$ cat src/rtl/mult_arbiter_pkg.sv
// Shared constants and helpers for the multiplier arbiter slice.
package mult_arbiter_pkg;

    localparam int DEF_DATA_LEN     = 32;
    localparam int DEF_NUM_REQ      = 4;
    localparam int DEF_MULT_LATENCY = 1;
    localparam int DEF_FIFO_DEPTH   = 4;

    // Index width for n entries, never narrower than one bit.
    function automatic int id_width(input int n);
        return (n <= 2) ? 1 : $clog2(n);
    endfunction

endpackage

$ cat src/rtl/mult_arbiter_mult.sv
// Pipelined multiplier: LATENCY register stages, low WIDTH bits of the product.
module mult_arbiter_mult #(
    parameter int WIDTH   = 32,
    parameter int LATENCY = 1
) (
    input  logic             clk,
    input  logic             rst,
    input  logic [WIDTH-1:0] a,
    input  logic [WIDTH-1:0] b,
    output logic [WIDTH-1:0] p
);

    logic [WIDTH-1:0] prod;
    logic [WIDTH-1:0] pipe_d [LATENCY];
    logic [WIDTH-1:0] pipe_q [LATENCY];

    // Low bits of a two's complement product do not depend on signedness.
    assign prod = a * b;

    always_comb begin
        pipe_d[0] = prod;
        for (int i = 1; i < LATENCY; i++) begin
            pipe_d[i] = pipe_q[i-1];
        end
    end

    always_ff @(posedge clk or posedge rst) begin
        if (rst) begin
            for (int i = 0; i < LATENCY; i++) begin
                pipe_q[i] <= '0;
            end
        end else begin
            pipe_q <= pipe_d;
        end
    end

    assign p = pipe_q[LATENCY-1];

endmodule

$ cat src/rtl/mult_arbiter.sv
// Round-robin arbiter sharing one pipelined multiplier among NUM_REQ
// requesters, with an ordered response FIFO.
module mult_arbiter
    import mult_arbiter_pkg::*;
#(
    parameter int DATA_LEN     = DEF_DATA_LEN,
    parameter int NUM_REQ      = DEF_NUM_REQ,
    parameter int MULT_LATENCY = DEF_MULT_LATENCY,
    parameter int FIFO_DEPTH   = DEF_FIFO_DEPTH
) (
    input  logic                          clk,
    input  logic                          reset,
    input  logic [NUM_REQ-1:0]            req_valid,
    output logic [NUM_REQ-1:0]            req_ready,
    input  logic [NUM_REQ*DATA_LEN-1:0]   req_a,
    input  logic [NUM_REQ*DATA_LEN-1:0]   req_b,
    output logic                          resp_valid,
    input  logic                          resp_ready,
    output logic [id_width(NUM_REQ)-1:0]  resp_id,
    output logic [DATA_LEN-1:0]           resp_data,
    output logic                          busy
);

    localparam int ID_W  = id_width(NUM_REQ);
    localparam int PTR_W = id_width(FIFO_DEPTH);
    localparam int CNT_W = $clog2(FIFO_DEPTH + 1) + 1;

    logic [ID_W-1:0]         rr_ptr_d, rr_ptr_q;
    logic [ID_W-1:0]         arb_cand;
    logic                    grant_vld;
    logic [ID_W-1:0]         grant_idx;
    logic                    issue_ok;
    logic                    accept;
    logic [DATA_LEN-1:0]     op_a, op_b, mult_p;
    logic                    mult_rst;

    logic [MULT_LATENCY-1:0] tag_vld_d, tag_vld_q;
    logic [ID_W-1:0]         tag_id_d [MULT_LATENCY];
    logic [ID_W-1:0]         tag_id_q [MULT_LATENCY];
    logic [CNT_W-1:0]        inflight_cnt;

    logic                    push, pop;
    logic [PTR_W-1:0]        wr_ptr_d, wr_ptr_q;
    logic [PTR_W-1:0]        rd_ptr_d, rd_ptr_q;
    logic [CNT_W-1:0]        fifo_count_d, fifo_count_q;
    logic [ID_W-1:0]         fifo_id_mem   [FIFO_DEPTH];
    logic [DATA_LEN-1:0]     fifo_data_mem [FIFO_DEPTH];

    // rr_ptr_q is the first index searched, i.e. one past the last grant.
    always_comb begin
        grant_vld = 1'b0;
        grant_idx = '0;
        arb_cand  = '0;
        for (int off = 0; off < NUM_REQ; off++) begin
            arb_cand = ID_W'((int'(rr_ptr_q) + off) % NUM_REQ);
            if (!grant_vld && req_valid[arb_cand]) begin
                grant_vld = 1'b1;
                grant_idx = arb_cand;
            end
        end
    end

    // Credit check counts results still in the multiplier as occupied slots.
    assign issue_ok = (fifo_count_q + inflight_cnt) < CNT_W'(FIFO_DEPTH);
    assign accept   = reset & grant_vld & issue_ok;

    always_comb begin
        req_ready = '0;
        if (accept) begin
            req_ready[grant_idx] = 1'b1;
        end
    end

    always_comb begin
        rr_ptr_d = rr_ptr_q;
        if (accept) begin
            rr_ptr_d = (grant_idx == ID_W'(NUM_REQ - 1)) ? '0 : grant_idx + 1'b1;
        end
    end

    always_comb begin
        op_a = '0;
        op_b = '0;
        for (int i = 0; i < NUM_REQ; i++) begin
            if (grant_idx == ID_W'(i)) begin
                op_a = req_a[i*DATA_LEN +: DATA_LEN];
                op_b = req_b[i*DATA_LEN +: DATA_LEN];
            end
        end
    end

    assign mult_rst = ~reset;

    mult_arbiter_mult #(
        .WIDTH   (DATA_LEN),
        .LATENCY (MULT_LATENCY)
    ) u_mult (
        .clk (clk),
        .rst (mult_rst),
        .a   (op_a),
        .b   (op_b),
        .p   (mult_p)
    );

    always_comb begin
        tag_vld_d    = '0;
        tag_vld_d[0] = accept;
        tag_id_d[0]  = grant_idx;
        for (int i = 1; i < MULT_LATENCY; i++) begin
            tag_vld_d[i] = tag_vld_q[i-1];
            tag_id_d[i]  = tag_id_q[i-1];
        end
    end

    always_comb begin
        inflight_cnt = '0;
        for (int i = 0; i < MULT_LATENCY; i++) begin
            inflight_cnt = inflight_cnt + CNT_W'(tag_vld_q[i]);
        end
    end

    assign push = tag_vld_q[MULT_LATENCY-1];
    assign pop  = resp_valid & resp_ready;

    always_comb begin
        wr_ptr_d     = wr_ptr_q;
        rd_ptr_d     = rd_ptr_q;
        fifo_count_d = fifo_count_q + CNT_W'(push) - CNT_W'(pop);
        if (push) begin
            wr_ptr_d = (wr_ptr_q == PTR_W'(FIFO_DEPTH - 1)) ? '0 : wr_ptr_q + 1'b1;
        end
        if (pop) begin
            rd_ptr_d = (rd_ptr_q == PTR_W'(FIFO_DEPTH - 1)) ? '0 : rd_ptr_q + 1'b1;
        end
    end

    always_ff @(posedge clk or negedge reset) begin
        if (!reset) begin
            rr_ptr_q     <= '0;
            tag_vld_q    <= '0;
            wr_ptr_q     <= '0;
            rd_ptr_q     <= '0;
            fifo_count_q <= '0;
            for (int i = 0; i < MULT_LATENCY; i++) begin
                tag_id_q[i] <= '0;
            end
        end else begin
            rr_ptr_q     <= rr_ptr_d;
            tag_vld_q    <= tag_vld_d;
            tag_id_q     <= tag_id_d;
            wr_ptr_q     <= wr_ptr_d;
            rd_ptr_q     <= rd_ptr_d;
            fifo_count_q <= fifo_count_d;
        end
    end

    // Storage needs no reset: the head is masked whenever the count is zero.
    always_ff @(posedge clk) begin
        if (push) begin
            fifo_id_mem[wr_ptr_q]   <= tag_id_q[MULT_LATENCY-1];
            fifo_data_mem[wr_ptr_q] <= mult_p;
        end
    end

    assign resp_valid = (fifo_count_q != '0);
    assign resp_id    = resp_valid ? fifo_id_mem[rd_ptr_q] : '0;
    assign resp_data  = resp_valid ? fifo_data_mem[rd_ptr_q] : '0;
    assign busy       = (inflight_cnt != '0) || (fifo_count_q != '0);

endmodule

$ cat config.mk
export PLATFORM = sky130hd
export DESIGN_NAME = mult_arbiter
export DESIGN_NICKNAME = d
export VERILOG_FILES = /design/src/rtl/mult_arbiter_pkg.sv /design/src/rtl/mult_arbiter_mult.sv /design/src/rtl/mult_arbiter.sv
export SDC_FILE = /design/constraint.sdc
export NUM_CORES = 2
export LEC_CHECK = 0
export BUFFER_PORTS_ARGS = -buffer_cell sky130_fd_sc_hd__buf_2
export CORE_MARGIN = 2
export CORE_UTILIZATION = 40
export DETAILED_ROUTE_END_ITERATION = 6
export HOLD_SLACK_MARGIN = 0.05
export PLACE_DENSITY = 0.66
export REMOVE_ABC_BUFFERS = 1
export SETUP_SLACK_MARGIN = 0.1
export SYNTH_ARGS = -nofsm -noshare
export SYNTH_HDL_FRONTEND = slang
export SYNTH_SLANG_ARGS = --single-unit
$ cat constraint.sdc
create_clock -name clk -period 10.7 [get_ports clk]
set_input_delay 2.14 -clock clk [delete_from_list [all_inputs] [get_ports clk]]
set_output_delay 2.14 -clock clk [all_outputs]
set_load 0.01 [all_outputs]
==> flow_summary.json <==
{
  "max_freq_mhz": 99.0,
  "cts.reportedPaths.clkPinSlew_ns": 0.07,
  "hpwl_um": 61800,
  "std_cell_rows": 89,
  "synth_edf_count": 136,
  "hold_viol": 0,
  "tightest_slew_ns": 1.12,
  "maxSlewHeadroom": 0.252,
  "drt-pass1-iter-count": 5,
  "grt_max_degree": 47,
  "route.vias.total": 18700,
  "synth_top_area_share": 0.339,
  "min_path_type": "reg2reg",
  "finClkSkew_ns": 0.0177,
  "cts_buffer_depth": 2,
  "crit_family": "adder cells",
  "cp_max_fo": 29,
  "htreeDepth": 4,
  "post_cts_resized": 0,
  "cpMaxStageDelayCell": "fa_1",
  "antenna_found_initial": 3,
  "die_h_um": 249,
  "nNetsFinal": 3564,
  "grt-ovfl-total": 0,
  "floorplan.initialDensity": 0.407,
  "synth_seq_cells": 181,
  "slew_violations": 0,
  "async_reset_ff_frac": 0.249,
  "postLayoutCoreUtil": 0.472,
  "route.detailed.drc": 0,
  "slowest_delay_ns": 0.54,
  "ys_seq_area_frac": 0.216,
  "yosys-top-cells-area": "fa_1 34%, edfxtp_1 17%, ha_1 7.1%",
  "syn_avg_cell_area_um2": 9.93,
  "fin_crit_sh": 0.944,
  "rrSetupSlack_ns": 1.99,
  "drtIter0Drc": 1172,
  "num_io_pins": 303,
  "rsz0062_at_grt": "false",
  "postCtsSetupBuffers": 0,
  "cp_common_cell": "fa_1",
  "cts_buffers": 17,
  "postPlaceCellArea_um2": 27400,
  "worst_setup_path_end_kind": "flip-flop",
  "crit_arrival_ns": 10.43,
  "drv_cap": 0,
  "port_buffers": 302,
  "cp_data_required_time_ns": 11.02,
  "clockRootBuffer": "clkbuf_16",
  "drt-total-wl_um": 75100,
  "grt_pass1_vias": 20400,
  "wl_per_cell_um": 21.2,
  "final_area_um2": 28000,
  "grt_usage": 0.247,
  "cts_tree": "yes",
  "cts.sinks": 181,
  "synth_top_cell_by_area": "fa_1",
  "ys.flop_type": "edfxtp_1",
  "syn_to_final_growth_pct": 16.1,
  "synth_cells": 2424,
  "syn-cell-area_um2": 24100,
  "critPathLaunchType": "primary input",
  "worstSetupPathType": "in2reg",
  "synth_warnings": 0,
  "clk_latency_ns": 0.44,
  "fin_crit_ns": 10.10,
  "gp_congestion": 0.992,
  "fp.dieArea_um2": 62200,
  "setup_viol": 0,
  "postCtsHoldBufs": 0,
  "drtAntennaViolNets": 0,
  "post_synth_num_cell_types": 60,
  "drive_gt1_frac": 0.222,
  "status": "finished, final reports clean",
  "die_width_um": 249,
  "core_um2": 59200,
  "worst-path-buf-inv": 10,
  "grt_pass1_wl_um": 117000,
  "via_per_inst": 5.26
}
[final cells by class]
class / count / area, µm²
Clock buffer: 19 / 433
Sequential cell: 181 / 5210
Antenna cell: 3 / 7.51
Timing Repair Buffer: 442 / 2810
Multi-Input combinational cell: 1699 / 16800
Fill cell: 5579 / 31300
Inverter: 416 / 1560
Tap cell: 773 / 967
Clock inverter: 13 / 141
[metal layers]
metal,track usage,vias up,wire [µm]
met5,0,-,0
li1,-,8251,-
met4,0.117,0,4110
met1,0.307,9394,29700
met3,0.0351,156,5010
met2,0.423,859,36300
[placed cells by master (no fill, tap or decap), drive strengths merged, types with 64 or more instances in the layout]
master | Yosys | routed
or2 | 64 | 64
fa | 408 | 408
inv | 416 | 424
ha | 136 | 136
nor2 | 391 | 391
xnor2 | 73 | 73
nand2 | 151 | 151
nand2b | 100 | 100
edfxtp | 136 | 136
buf | 41 | 442
o21ai | 64 | 64
[metrics by stage]
stage / setup TNS (ns) / hold slack [ns] / setup WS [ns] / std cells
after floorplan: -24.90 / 0.455 / -1.98 / 2296
after global placement: 0 / 0.462 / 0.0978 / 3511
after detailed placement: 0 / 0.477 / 0.0279 / 3511
after CTS: 0 / 0.495 / 0.486 / 3543
after global routing: 0 / 0.513 / 0.103 / 3546
final: 0 / 0.487 / 0.597 / 3546
[cell families after synthesis]
logic type | count (synthesis) | share of synthesized area
simple gates | 792 | 0.149
buf+inv | 544 | 0.0888
fa+ha+maj | 544 | 0.410
compound gates | 237 | 0.0697
flops | 181 | 0.216
xor+xnor | 90 | 0.0336
mux | 36 | 0.0327
[sequential cells by signal, summed over array words and instances, names as in the netlist]
| signal | cells |
|---|---|
| tag_id_q | 2 |
| wr_ptr_q | 2 |
| push | 1 |
| fifo_count_q | 4 |
| fifo_id_mem | 8 |
| rd_ptr_q | 2 |
| u_mult.p | 32 |
| rr_ptr_q | 2 |
| fifo_data_mem | 128 |
[synth_stat cells, types with 4 or more instances]
master / n
a21o_1: 11
buf_2: 26
o221ai_2: 11
nor3_1: 12
or2_2: 63
nor2_1: 391
o21ai_0: 63
xor2_1: 16
dfrtp_1: 45
and2_1: 41
or2b_1: 5
nor2b_1: 16
xnor2_1: 72
buf_4: 5
buf_1: 4
buf_6: 6
a221oi_1: 8
ha_1: 136
a22oi_1: 5
o221ai_1: 41
edfxtp_1: 136
nand3_1: 5
fa_1: 408
nand2_1: 150
inv_1: 415
o221a_2: 9
a21oi_1: 54
clkbuf_1: 87
mux4_2: 34
nand2b_1: 100
o21bai_1: 6
[path summary, 6_finish.rpt]
| path | start | endpoint | depth (start not counted) |
|---|---|---|---|
| max in group asynchronous | reset | rd_ptr_q[0] | 2 |
| worst min register to register | u_mult.p[18] | fifo_data_mem[0][18] | 0 |
| worst max register to register | rr_ptr_q[0] | u_mult.p[31] | 33 |
| worst max-delay path | req_valid[0] | u_mult.p[31] | 35 |
| min in group asynchronous | reset | rd_ptr_q[1] | 2 |
| worst min-delay path | u_mult.p[18] | fifo_data_mem[0][18] | 0 |
[worst reg2reg max path: cells and delay by family, from the launching register on]
kind	cells	cell delay, ns
simple gates	3	0.59
xor+xnor	9	1.86
flops	1	0.42
fa+ha+maj	9	3.97
compound gates	4	0.77
buf+inv	8	1.00
Power is not shown: default switching activity piles up to over one toggle a cycle in this logic, so the estimate is an artifact.
